===== config.mk =====
export PLATFORM = sky130hd
export DESIGN_NAME = heartbeat_source
export DESIGN_NICKNAME = d
export VERILOG_FILES = /design/src/rtl/heartbeat_source.sv
export SDC_FILE = /design/constraint.sdc
export NUM_CORES = 1
export LEC_CHECK = 0
export ABC_AREA = 1
export ABC_CLOCK_PERIOD_IN_PS = 2630
export BUFFER_PORTS_ARGS = -buffer_cell sky130_fd_sc_hd__buf_2
export CORE_UTILIZATION = 57
export CTS_CLUSTER_SIZE = 30
export DETAILED_ROUTE_END_ITERATION = 8
export GPL_TIMING_DRIVEN = 0
export PLACE_DENSITY = 0.9
export SYNTH_ARGS = -nofsm -noshare
export SYNTH_HDL_FRONTEND = slang
export SYNTH_SLANG_ARGS = --single-unit

===== constraint.sdc =====
create_clock -name clk -period 2.63 [get_ports clk]
set_clock_uncertainty 0.2 [all_clocks]
set_input_delay 0.3945 -clock clk [delete_from_list [all_inputs] [get_ports clk]]
set_output_delay 0.3945 -clock clk [all_outputs]
set_load 0.01 [all_outputs]

===== src/rtl/heartbeat_source.sv =====
// heartbeat_source: watchdog-link transmitter; heartbeats while alive, starves on inactivity, clears after a trip.
// Define HB_FAULT_INJECT_EN to add inject_drop, which suppresses heartbeats so the watchdog can be tripped.
module heartbeat_source #(
    parameter int CLK_FREQ    = 1,
    parameter int PERIOD_SEC  = 2,
    parameter int ALIVE_SEC   = 4,
    parameter int RECOVER_SEC = 1
) (
    input  logic        clk,
    input  logic        rst,
    input  logic        enable,
    input  logic        alive,
    input  logic        wd_triggered,
`ifdef HB_FAULT_INJECT_EN
    input  logic        inject_drop,
`endif
    output logic        heartbeat,
    output logic        force_reset,
    output logic [1:0]  state,
    output logic [15:0] hb_count
);
    localparam int PERIOD_CYCLES  = CLK_FREQ * PERIOD_SEC;
    localparam int ALIVE_CYCLES   = CLK_FREQ * ALIVE_SEC;
    localparam int RECOVER_CYCLES = CLK_FREQ * RECOVER_SEC;
    localparam int PW = PERIOD_CYCLES < 2 ? 1 : $clog2(PERIOD_CYCLES + 1);
    localparam int AW = ALIVE_CYCLES < 1 ? 1 : $clog2(ALIVE_CYCLES + 1);
    localparam int RW = RECOVER_CYCLES < 1 ? 1 : $clog2(RECOVER_CYCLES + 1);
    localparam logic [PW-1:0] P_LAST = PW'(PERIOD_CYCLES - 1);
    localparam logic [AW-1:0] A_LAST = AW'(ALIVE_CYCLES - 1);
    localparam logic [RW-1:0] R_MAX  = RW'(RECOVER_CYCLES);

    if (PERIOD_CYCLES < 2) begin : g_bad_period
        $error("heartbeat_source: PERIOD_CYCLES must be >= 2");
    end
    if (ALIVE_CYCLES < 1) begin : g_bad_alive
        $error("heartbeat_source: ALIVE_CYCLES must be >= 1");
    end

    typedef enum logic [1:0] {
        S_IDLE    = 2'd0,
        S_RUN     = 2'd1,
        S_STARVED = 2'd2,
        S_RECOVER = 2'd3
    } state_t;

    state_t        state_q, state_d;
    logic [PW-1:0] period_cnt_q, period_cnt_d;
    logic [AW-1:0] alive_cnt_q, alive_cnt_d;
    logic [RW-1:0] recover_cnt_q, recover_cnt_d;
    logic          alive_latch_q, alive_latch_d;
    logic [1:0]    blank_cnt_q, blank_cnt_d;
    logic          heartbeat_q, heartbeat_d;
    logic          force_reset_q, force_reset_d;
    logic [15:0]   hb_count_q, hb_count_d;
    logic          hb_fire;
    logic          drop;

`ifdef HB_FAULT_INJECT_EN
    assign drop = inject_drop;
`else
    assign drop = 1'b0;
`endif

    always_comb begin
        state_d       = state_q;
        period_cnt_d  = period_cnt_q;
        alive_cnt_d   = alive_cnt_q;
        recover_cnt_d = recover_cnt_q;
        alive_latch_d = alive_latch_q;
        blank_cnt_d   = blank_cnt_q != 2'd0 ? blank_cnt_q - 2'd1 : 2'd0;
        force_reset_d = 1'b0;
        hb_fire       = 1'b0;
        if (!enable) begin
            state_d       = S_IDLE;
            period_cnt_d  = '0;
            alive_cnt_d   = '0;
            recover_cnt_d = '0;
            alive_latch_d = 1'b0;
            blank_cnt_d   = 2'd0;
        end else begin
            case (state_q)
                S_IDLE: begin
                    state_d      = S_RUN;
                    period_cnt_d = '0;
                    alive_cnt_d  = '0;
                end
                S_RUN: begin
                    if (wd_triggered && blank_cnt_q == 2'd0) begin
                        state_d       = S_RECOVER;
                        recover_cnt_d = '0;
                        alive_latch_d = 1'b0;
                    end else if (!alive && alive_cnt_q == A_LAST) begin
                        state_d      = S_STARVED;
                        period_cnt_d = '0;
                        alive_cnt_d  = '0;
                    end else begin
                        hb_fire      = period_cnt_q == P_LAST;
                        period_cnt_d = hb_fire ? '0 : period_cnt_q + 1'b1;
                        alive_cnt_d  = alive ? '0 : alive_cnt_q + 1'b1;
                    end
                end
                S_STARVED: begin
                    if (wd_triggered) begin
                        state_d       = S_RECOVER;
                        recover_cnt_d = '0;
                        alive_latch_d = 1'b0;
                    end else if (alive) begin
                        state_d      = S_RUN;
                        hb_fire      = 1'b1;
                        period_cnt_d = '0;
                        alive_cnt_d  = '0;
                    end
                end
                S_RECOVER: begin
                    // blank_cnt hides the trip flag while the watchdog's registered clear settles
                    if (recover_cnt_q >= R_MAX && (alive_latch_q || alive)) begin
                        state_d       = S_RUN;
                        force_reset_d = 1'b1;
                        period_cnt_d  = '0;
                        alive_cnt_d   = '0;
                        blank_cnt_d   = 2'd2;
                    end else begin
                        recover_cnt_d = recover_cnt_q == R_MAX ? recover_cnt_q : recover_cnt_q + 1'b1;
                        alive_latch_d = alive_latch_q | alive;
                    end
                end
            endcase
        end
        heartbeat_d = hb_fire & ~drop;
        hb_count_d  = !enable ? 16'd0 :
                      (heartbeat_d && hb_count_q != 16'hFFFF) ? hb_count_q + 16'd1 : hb_count_q;
    end

    always_ff @(posedge clk or posedge rst) begin
        if (rst) begin
            state_q       <= S_IDLE;
            period_cnt_q  <= '0;
            alive_cnt_q   <= '0;
            recover_cnt_q <= '0;
            alive_latch_q <= 1'b0;
            blank_cnt_q   <= 2'd0;
            heartbeat_q   <= 1'b0;
            force_reset_q <= 1'b0;
            hb_count_q    <= 16'd0;
        end else begin
            state_q       <= state_d;
            period_cnt_q  <= period_cnt_d;
            alive_cnt_q   <= alive_cnt_d;
            recover_cnt_q <= recover_cnt_d;
            alive_latch_q <= alive_latch_d;
            blank_cnt_q   <= blank_cnt_d;
            heartbeat_q   <= heartbeat_d;
            force_reset_q <= force_reset_d;
            hb_count_q    <= hb_count_d;
        end
    end

    assign heartbeat   = heartbeat_q;
    assign force_reset = force_reset_q;
    assign state       = state_q;
    assign hb_count    = hb_count_q;
endmodule


==> flow_metrics.py <==
metrics = {
    "detailed_routing": {
        "drc": 0,
        "antenna_left": 0,
        "via_per_inst": 5.319,
        "wl_per_cell_um": 11.92,
        "first_pass_iters": 4,
        "first_iter_violations": 63,
        "routed_wl_mm": 3.694,
        "via_count": 1649,
    },
    "yosys": {
        "synthCells": 248,
        "yosys.area.top_type_share": 0.4059,
        "netlist_area_um2": 1788,
        "synth_area_leaders": "dfrtp_1 41%, nand2_1 16%, nand3_1 8.7%",
        "synth_top_area_cell": "dfrtp_1",
        "ys_seq_elements": 29,
        "synth_nets": 259,
        "ys_types": 25,
        "ys_warn_count": 0,
        "syn_area_per_cell_um2": 7.210,
        "synth_seq_area_share": 0.4059,
    },
    "clocking": {
        "cts_tree": "built",
        "cts-root-buf": "clkbuf_4",
        "htree_levels": 2,
        "cts_buffer_depth": 2,
        "cts_hold_buf": 0,
        "clkLatencyLatePin_ps": 330,
        "clk_pin_slew_ps": 90,
        "cts_buffers": 5,
        "numClockSinks": 29,
        "ctsResizeCount": 0,
        "post_cts_buffers": 0,
    },
    "floorplanning": {
        "die_x_um": 58.01,
        "core_area_um2": 2853,
        "die_area_um2": 3365,
        "placementRows": 19,
        "die_h_um": 58.01,
        "initial_core_util": 0.6268,
        "pin_count": 25,
    },
    "timing": {
        "finalCriticalPeriod_ps": 1984,
        "rsz0062_at_grt": "no",
        "fin_ws_ps": 646.3,
        "timing.slew.headroom": 0.2928,
        "fin_hold_ws_ps": 105.4,
        "setup-tns-final_ps": 0,
        "fin_crit_sh": 0.7542,
        "hold_viol": 0,
        "slew_violations": 0,
        "fmaxAchievable_ghz": 0.5041,
        "worst_pin_slew_ps": 1060,
        "setup_viol": 0,
    },
    "critical_path": {
        "cp_data_required_time_ps": 2700,
        "regToRegEndpoint": "hb_count[7]$_DFFE_PP0P_",
        "worst-path-buf-inv": 1,
        "reg2reg_depth": 9,
        "critPathTopFamily": "simple AND/OR/NAND/NOR gates",
        "r2r_setup_slack_ps": 650,
        "cp-end-kind": "flop",
        "worst_ep_arrival_time_ps": 2060,
        "timing_worst_setup_path_type": "flop to flop",
        "timing.rr.start": "alive_cnt_q[0]$_DFFE_PP0P_",
        "crit_top_cell": "ha_1",
        "cp-start-kind": "flop",
        "critPathMaxStageDelay_ps": 410,
        "critPathMaxFanout": 10,
        "critPathSlowestCell": "dfrtp_1",
        "crit_chain": "ha_1 > ha_1 > a21oi_4 > nand3_2 > nand2_2 > nand3_4 > buf_6 > or2_1 > nand2_1",
    },
    "placed_design": {
        "dp_slack_ps": 664.4,
        "io_buffers": 24,
        "dp.final_hpwl_mm": 2.721,
        "gp_congestion": 0.8667,
        "dp.cells": 303,
    },
    "cells_and_area": {
        "syn2layout_area_growth_pct": 11.97,
        "fin_cells": 310,
        "layout_commonest_cell": "nand2_1",
        "fin_nets": 290,
        "fill_cells": 231,
        "mostFrequentLayoutCells": "76 x nand2_1, 31 x nand3_1, 31 x nor2_1",
        "drive_gt1_frac": 0.1541,
        "n_antenna_cell": 0,
    },
    "global_route": {
        "grt.overflow.total": 0,
        "grt_use_met1": 0.3236,
        "antenna_found_initial": 0,
        "grt_max_degree": 30,
        "grt.met2_usage": 0.3727,
        "met3_usage": 0.07589,
        "grt_pass1_wl_mm": 6.203,
        "busiest_layer": "met2",
        "grt_pass1_vias": 1456,
        "grt_usage": 0.2490,
    },
    "power": {
        "vdd_drop_max_uv": 368.5,
        "leakagePower_nw": 1.111,
        "finalPower_mw": 1.024,
        "power.density_nw_per_um2": 511.6,
    },
    "flow_run": {
        "maxCapViolCount": 0,
    },
    "hold_path": {
        "hold_path_class": "primary input to async pin",
    },
    "status": {
        "status": "completed",
    },
}
==> how the worst max path moves through the flow <==
stage                                     startpoint                       to  slack, ps  depth (start not counted)
after global placement    alive_cnt_q[0]$_DFFE_PP0P_  hb_count[7]$_DFFE_PP0P_        700                          9
after global routing      alive_cnt_q[0]$_DFFE_PP0P_  hb_count[6]$_DFFE_PP0P_        520                          9
final                     alive_cnt_q[0]$_DFFE_PP0P_  hb_count[7]$_DFFE_PP0P_        650                          9
after CTS                 alive_cnt_q[0]$_DFFE_PP0P_  hb_count[7]$_DFFE_PP0P_        640                          9
after floorplan           alive_cnt_q[0]$_DFFE_PP0P_  hb_count[4]$_DFFE_PP0P_        800                          9
after detailed placement  alive_cnt_q[0]$_DFFE_PP0P_  hb_count[7]$_DFFE_PP0P_        660                          9
==> sequential cells by signal, indices dropped and copies added (netlist names) <==
register       count
alive_cnt_q        3
alive_latch_q      1
recover_cnt_q      1
heartbeat          1
state              2
period_cnt_q       2
hb_count          16
force_reset        1
blank_cnt_q        2
==> stage by stage <==
stage,util,instance area (µm²)
detailed placement,0.6825,1947
global placement,0.6825,1947
CTS,0.7018,2002
global route,0.7018,2002
floorplan,-,1788
finish,0.7018,2002
==> where the power goes <==
part / switching, mW / internal, mW / total, mW
Combinational: 0.170 / 0.0887 / 0.259
Clock: 0.150 / 0.126 / 0.276
Sequential: 0.0197 / 0.470 / 0.489
Total: 0.340 / 0.684 / 1.02
==> final cells by class <==
class                      count  area [µm²]  area share
tap                           31       38.79     0.01938
buffer                         5       35.03     0.01750
sequential                    29       725.7      0.3625
timing repair buffer          24       120.1     0.06000
clock buffer                   7       55.05     0.02750
multi-input combinational    183       910.9      0.4550
inverter                      31       116.4     0.05813
==> cell usage after synthesis, drive strengths merged <==
cell type / instances
dfrtp: 29
a21oi: 3
clkbuf: 2
nor3: 2
buf: 3
nand2: 78
o21ai: 11
or2: 4
inv: 31
xnor2: 2
xor2: 7
nand4: 3
ha: 6
nor2: 33
o21bai: 1
nand3: 33
==> metal layers <==
| metal | share of wire | vias to the layer above |
|---|---|---|
| met1 | 0.45 | 750 |
| met4 | 0.015 | 0 |
| li1 | - | 841 |
| met5 | 0 | - |
| met2 | 0.46 | 54 |
| met3 | 0.067 | 4 |
==> kinds of logic after synthesis <==
family	synth area share
buf+inv	0.08467
xor+xnor	0.04409
flops	0.4059
fa+ha+maj	0.04199
compound gates	0.04969
simple gates	0.3737
Power figures use the tool's default switching activity.
